$ cat config.mk
export PLATFORM = sky130hd
export DESIGN_NAME = udp_encoder
export DESIGN_NICKNAME = d
export VERILOG_FILES = /design/src/rtl/udp_pkg.sv /design/src/rtl/udp_csum16.sv /design/src/rtl/udp_encoder.sv
export SDC_FILE = /design/constraint.sdc
export NUM_CORES = 1
export LEC_CHECK = 0
export CORE_AREA = 2 2 286 288
export DETAILED_ROUTE_END_ITERATION = 12
export DIE_AREA = 0 0 288 290
export PLACE_DENSITY = 0.57
export SETUP_SLACK_MARGIN = 0.05
export SYNTH_ARGS = -nofsm -noshare
export SYNTH_HDL_FRONTEND = slang
export SYNTH_HIERARCHICAL = 1
export SYNTH_SLANG_ARGS = --single-unit
export TNS_END_PERCENT = 1
$ cat constraint.sdc
create_clock -name i_clk -period 6.7 [get_ports i_clk]
set_clock_uncertainty 0.1 [all_clocks]
set_input_delay 1.005 -clock i_clk [delete_from_list [all_inputs] [get_ports i_clk]]
set_output_delay 1.005 -clock i_clk [all_outputs]
set_load 0.01 [all_outputs]
$ cat src/rtl/udp_pkg.sv
// Shared UDP definitions for the encoder/decoder pair: FSM states, protocol
// constants and the tail-byte masking helper.
package udp_pkg;

    typedef enum logic [2:0] {
        ST_IDLE,
        ST_LOAD,
        ST_FOLD1,
        ST_FOLD2,
        ST_HDR0,
        ST_HDR1,
        ST_PAY
    } udp_state_t;

    localparam logic [15:0] UDP_PROTO   = 16'h0011;
    localparam logic [15:0] UDP_HDR_LEN = 16'd8;

    // Zero the bytes of a big-endian word that lie past the end of the payload;
    // rem is the number of payload bytes left, counting from this word.
    function automatic logic [31:0] mask_tail(input logic [31:0] w, input logic [15:0] rem);
        if (rem >= 16'd4) begin
            return w;
        end
        case (rem[1:0])
            2'd3:    return {w[31:8], 8'h00};
            2'd2:    return {w[31:16], 16'h0000};
            2'd1:    return {w[31:24], 24'h000000};
            default: return 32'h0000_0000;
        endcase
    endfunction

endpackage

$ cat src/rtl/udp_csum16.sv
// 16-bit adder with carry out; applied twice (FOLD1/FOLD2) it folds a 32-bit
// ones-complement accumulator down to 16 bits.
module udp_csum16 (
    input  logic [15:0] i_a,
    input  logic [15:0] i_b,
    output logic [16:0] o_sum
);

    assign o_sum = {1'b0, i_a} + {1'b0, i_b};

endmodule

$ cat src/rtl/udp_encoder.sv
// UDP datagram encoder: buffers a payload, computes the pseudo-header checksum
// and emits header plus masked payload words.
module udp_encoder
    import udp_pkg::*;
#(
    parameter int MAX_WORDS = 16
) (
    input  logic        i_clk,
    input  logic        i_reset,
    input  logic [31:0] i_src_ip,
    input  logic [31:0] i_dest_ip,
    input  logic [15:0] i_src_port,
    input  logic [15:0] i_dest_port,
    input  logic [15:0] i_len_data,
    input  logic        i_start,
    input  logic [31:0] i_data_in,
    input  logic        i_wr_in,
    output logic        o_ready,
    output logic [31:0] o_data,
    output logic        o_valid,
    output logic        o_fin,
    output logic        o_err
);

    localparam int          AW        = (MAX_WORDS > 1) ? $clog2(MAX_WORDS) : 1;
    localparam logic [15:0] MAX_BYTES = 16'(4 * MAX_WORDS);

    udp_state_t     r_state;
    logic [15:0]    r_src_port;
    logic [15:0]    r_dest_port;
    logic [15:0]    r_len;
    logic [15:0]    r_udp_len;
    logic [15:0]    r_last;
    logic [31:0]    r_acc;
    logic [AW-1:0]  r_wr_cnt;
    logic [AW-1:0]  r_rd_cnt;
    logic [31:0]    r_mem [MAX_WORDS];
    logic [31:0]    r_data;
    logic           r_valid;
    logic           r_fin;
    logic           r_err;
    logic           r_ready;

    logic [15:0]    w_udp_len_in;
    logic [15:0]    w_last_in;
    logic           w_len_ok;
    logic [31:0]    w_seed;
    logic [15:0]    w_rem;
    logic [31:0]    w_word;
    logic [16:0]    w_fold;
    logic [15:0]    w_csum;
    logic [15:0]    w_csum_tx;
    logic           w_wr_last;
    logic           w_rd_last;

    assign w_udp_len_in = i_len_data + UDP_HDR_LEN;
    assign w_last_in    = ((i_len_data + 16'd3) >> 2) - 16'd1;
    assign w_len_ok     = (i_len_data != 16'd0) && (i_len_data <= MAX_BYTES);
    assign w_seed       = 32'(i_src_ip[31:16]) + 32'(i_src_ip[15:0])
                        + 32'(i_dest_ip[31:16]) + 32'(i_dest_ip[15:0])
                        + 32'(UDP_PROTO) + 32'(w_udp_len_in)
                        + 32'(i_src_port) + 32'(i_dest_port) + 32'(w_udp_len_in);

    assign w_rem     = r_len - {{(14-AW){1'b0}}, r_wr_cnt, 2'b00};
    assign w_word    = mask_tail(i_data_in, w_rem);
    assign w_wr_last = ({{(16-AW){1'b0}}, r_wr_cnt} == r_last);
    assign w_rd_last = ({{(16-AW){1'b0}}, r_rd_cnt} == r_last);

    // After FOLD1 the upper half holds only the carry, so the same add
    // performs the end-around carry in FOLD2.
    udp_csum16 u_csum (
        .i_a   (r_acc[15:0]),
        .i_b   (r_acc[31:16]),
        .o_sum (w_fold)
    );

    assign w_csum    = ~r_acc[15:0];
    assign w_csum_tx = (w_csum == 16'h0000) ? 16'hFFFF : w_csum;

    always_ff @(posedge i_clk) begin
        if (i_reset) begin
            r_state     <= ST_IDLE;
            r_src_port  <= '0;
            r_dest_port <= '0;
            r_len       <= '0;
            r_udp_len   <= '0;
            r_last      <= '0;
            r_acc       <= '0;
            r_wr_cnt    <= '0;
            r_rd_cnt    <= '0;
            r_data      <= '0;
            r_valid     <= 1'b0;
            r_fin       <= 1'b0;
            r_err       <= 1'b0;
            r_ready     <= 1'b1;
        end else begin
            r_err <= 1'b0;
            case (r_state)
                ST_IDLE: begin
                    if (i_start) begin
                        if (w_len_ok) begin
                            r_src_port  <= i_src_port;
                            r_dest_port <= i_dest_port;
                            r_len       <= i_len_data;
                            r_udp_len   <= w_udp_len_in;
                            r_last      <= w_last_in;
                            r_acc       <= w_seed;
                            r_wr_cnt    <= '0;
                            r_ready     <= 1'b0;
                            r_state     <= ST_LOAD;
                        end else begin
                            r_err <= 1'b1;
                        end
                    end
                end
                ST_LOAD: begin
                    if (i_wr_in) begin
                        r_acc    <= r_acc + 32'(w_word[31:16]) + 32'(w_word[15:0]);
                        r_wr_cnt <= r_wr_cnt + AW'(1);
                        if (w_wr_last) begin
                            r_state <= ST_FOLD1;
                        end
                    end
                end
                ST_FOLD1: begin
                    r_acc   <= {15'd0, w_fold};
                    r_state <= ST_FOLD2;
                end
                ST_FOLD2: begin
                    r_acc   <= {15'd0, w_fold};
                    r_data  <= {r_src_port, r_dest_port};
                    r_valid <= 1'b1;
                    r_state <= ST_HDR0;
                end
                ST_HDR0: begin
                    r_data  <= {r_udp_len, w_csum_tx};
                    r_state <= ST_HDR1;
                end
                ST_HDR1: begin
                    r_data   <= r_mem[0];
                    r_fin    <= (r_last == 16'd0);
                    r_rd_cnt <= AW'(1);
                    r_state  <= ST_PAY;
                end
                ST_PAY: begin
                    if (r_fin) begin
                        r_data   <= '0;
                        r_valid  <= 1'b0;
                        r_fin    <= 1'b0;
                        r_rd_cnt <= '0;
                        r_ready  <= 1'b1;
                        r_state  <= ST_IDLE;
                    end else begin
                        r_data   <= r_mem[r_rd_cnt];
                        r_fin    <= w_rd_last;
                        r_rd_cnt <= r_rd_cnt + AW'(1);
                    end
                end
                default: begin
                    r_state <= ST_IDLE;
                end
            endcase
        end
    end

    // Payload buffer is deliberately left out of reset.
    always_ff @(posedge i_clk) begin
        if (!i_reset && (r_state == ST_LOAD) && i_wr_in) begin
            r_mem[r_wr_cnt] <= w_word;
        end
    end

    assign o_ready = r_ready;
    assign o_data  = r_data;
    assign o_valid = r_valid;
    assign o_fin   = r_fin;
    assign o_err   = r_err;

endmodule

==> results of run 1 <==
-- cell type report --
cell class              instances  area share (%)
flip-flops and latches        671            49.5
clock inverters                29           0.874
inverters                      69           0.690
clock buffers                 108            5.48
diodes                          2          0.0133
multi-input cells            1384            34.0
well taps                    1060            3.53
repair buffers                232            5.92
-- flip-flops by register name, summed over array words and instances, names as in the netlist, named ones only --
register,flops
o_data,32
o_err,1
o_fin,1
o_ready,1
o_valid,1
r_acc,32
r_dest_port,16
r_last,15
r_len,16
r_mem,512
r_rd_cnt,4
r_src_port,16
r_state,3
r_udp_len,13
r_wr_cnt,4
-- power by group --
group | total [mW] | switching (mW) | leakage (nW) | internal, mW
combinational | 2.53 | 1.48 | 5.84 | 1.05
sequential | 4.42 | 0.000812 | 6.02 | 4.42
clock | 3.97 | 1.72 | 1.15 | 2.25
-- tightest hold or removal path, cell delays in order, from the launching register on --
cell and delay, ps:
dfxtp_1 320, nand2_1 50, nand2_1 40
-- worst min-delay path by stage --
stage	start	end	slack, ps	depth (start not counted)
final	r_last[5]$_SDFFE_PP0P_	r_last[5]$_SDFFE_PP0P_	350	2
after global routing	r_src_port[2]$_SDFFE_PP0P_	r_src_port[2]$_SDFFE_PP0P_	360	2
after CTS	r_last[6]$_SDFFE_PP0P_	r_last[6]$_SDFFE_PP0P_	350	2
after detailed placement	r_last[6]$_SDFFE_PP0P_	r_last[6]$_SDFFE_PP0P_	340	2
after global placement	r_last[13]$_SDFFE_PP0P_	r_last[13]$_SDFFE_PP0P_	330	2
after floorplan	r_last[14]$_SDFFE_PP0P_	r_last[14]$_SDFFE_PP0P_	320	2
-- cells by family after synthesis --
| kind of cell | after synthesis | share of synthesized area, % |
|---|---|---|
| AOI/OAI and AO/OA | 429 | 8.88 |
| xor gates and xnor gates | 69 | 1.89 |
| adders and majority gates | 177 | 9.19 |
| buffers and inverters | 202 | 2.61 |
| DFF | 671 | 57.9 |
| muxes | 162 | 11.3 |
| and+or+nand+nor | 547 | 8.19 |
-- synth_stat cells, drive strengths merged, types with 4 or more instances --
master,number
nor2,88
xnor2,36
nand4,22
a221oi,13
or3,4
and4,4
and3,42
o22ai,24
or2,6
fa,97
a21o,40
nand2b,11
o31ai,6
o311ai,4
a22o,6
dfxtp,159
o211ai,10
nor3,36
a31oi,13
a22oi,6
nor2b,12
a311oi,21
edfxtp,512
nor4,14
inv,69
nand3,32
mux4,160
nand2,222
and2,39
or4,8
o21ai,71
a21oi,129
clkbuf,84
buf,49
o21bai,8
o21a,5
xor2,33
nor3b,4
ha,80
a211oi,41
-- layer usage --
layer  share of wire, %  track usage (%)
met5              0.013                0
met4                3.2             7.85
met3                7.1             4.07
met2                 47             38.8
met1                 42             33.6
-- metrics by stage --
step	worst slack [ps]	utilization, %
2_1_floorplan	1660	-
3_3_place_gp	645	43.8
3_5_place_dp	589	43.8
4_1_cts	832	46.8
5_1_grt	309	46.8
6_report	734	46.8
==> results.yml, run 1 <==
drt:
  dr_total_vias: 20600
  drc: 0
  first_pass_iters: 5
  ant_nets: 0
  viasPerCell: 5.79
  detail_route.wl_per_cell_um: 28.4
  drt_iter0_drc: 1712
  routed_wl_mm: 101
synthesis:
  yosys_warnings: 6
  yosysSeqAreaShare_pct: 57.9
  synth-main-ff-cell: "edfxtp_1"
  syn_area_mm2: 0.0320
  synth_area_leaders: "edfxtp_1, mux4_2, dfxtp_1"
  ys_types: 82
  synth_largest_area_cell: "edfxtp_1"
  ys_seq_elements: 671
  synth.avg_cell_area_um2: 14.2
  synthArstFlopShare_pct: 0
  synth_nets: 2582
  synth-edff-count: 512
  synth.top_cell.area_share_pct: 48.0
  synth_cells: 2257
setup_path:
  critPathRequiredTime_ps: 7070
  crit_end: "r_acc[18]$_SDFFE_PP0P_"
  crit_chain: "ha_1 > inv_1 > fa_1 > nor3b_1 > nand4_1 > a21oi_1 > nand3_1 > or2_0 > and2_1 > fa_1 > ha_1 > a211oi_1 > o21ai_2 > a311oi_1 > o211ai_1 > nand3_1 > or3_1 > o311ai_0"
  crit_path_top_delay_cell: "fa_1"
  rr_startpoint: "r_wr_cnt[0]$_SDFFE_PP0P_"
  critical_path_class: "reg2reg"
  worstSetupStartpointType: "flip-flop"
  crit_buf_inv: 1
  crit_family: "simple AND/OR/NAND/NOR gates"
  cp-startpoint: "r_wr_cnt[0]$_SDFFE_PP0P_"
  r2r-end: "r_acc[18]$_SDFFE_PP0P_"
  cp_num_cells: 18
  reg2reg_depth: 18
  cp_max_fo: 17
  worstPathArrival_ps: 6340
  crit_path_end_kind: "flip-flop"
  slowest_delay_ps: 600
  r2r_slack_ps: 730
timing:
  fmax_mhz: 168
  tns_ps: 0
  tightest_slew_ps: 1280
  finalSetupViolations: 0
  maxSlewViolCount: 0
  post-route-min-period_ps: 5970
  rsz0062_at_grt: "false"
  fin_crit_sh_pct: 89.0
  timing.hold.ws_ps: 352
  hold_viol_final: 0
  max_slew_margin_pct: 14.4
cts:
  clockBufferDepth: 3
  clk_latency_ps: 640
  cts-root-buf: "clkbuf_16"
  numCtsBuffers: 75
  cts_tree: "yes"
  cts_max_level: 3
  cts_hold_buf: 0
  post_cts_buffers: 0
  clock_sinks: 671
  cts-resized-gates: 0
  clk_pin_slew_worst_paths_ps: 60
global_routing:
  antenna_found_initial: 3
  grt_start_max_net_pins: 111
  grt_usage_pct: 24.2
  grt_overflow: 0
  grt_pass1_vias: 20800
  grt_pass1_wl_mm: 147
die:
  num_rows: 104
  die_w_um: 288
  die_h_um: 290
  core_area_mm2: 0.0802
  ioPinCount: 184
  dieArea_mm2: 0.0835
  start_util_pct: 40.0
pwr:
  ir_drop_v: 0.000229
  leakage_nw: 13.0
  totalPowerFinal_mw: 10.9
  power_density_mw_per_mm2: 291
place:
  hpwl_mm: 68.5
  post_dp_cell_area_mm2: 0.0351
  dp_cells: 3416
  port_buffers: 183
  place_congestion: 0.933
status:
  status: "complete, no violations"
layout:
  fill_cells: 7066
  multi_input_area_mm2: 0.0128
  final_common_cell: "edfxtp_1"
  drive_above_1_share_pct: 14.5
  mostFrequentLayoutCells: "edfxtp_1, nand2_1, clkdlybuf4s50_1, mux4_2, dfxtp_1"
  final_nets: 2758
  fin_cells: 3555
  synthToLayoutAreaGrowth_pct: 17.2
  fin_area_mm2: 0.0375
  regArea_mm2: 0.0186
min_path:
  worst_hold_path_type: "reg2reg"
job:
  maxCapViolCount: 0
No activity file was read; power rests on OpenSTA's default activity.
==> run 2, diff against run 1 <==
--- a/config.mk
+++ b/config.mk
@@ -9,7 +9,6 @@
 export DETAILED_ROUTE_END_ITERATION = 12
 export DIE_AREA = 0 0 288 290
 export PLACE_DENSITY = 0.57
-export SETUP_SLACK_MARGIN = 0.05
 export SYNTH_ARGS = -nofsm -noshare
 export SYNTH_HDL_FRONTEND = slang
 export SYNTH_HIERARCHICAL = 1
==> results of run 2 <==
Same layout as run 1: the final DEF is identical, and so are final timing and power.
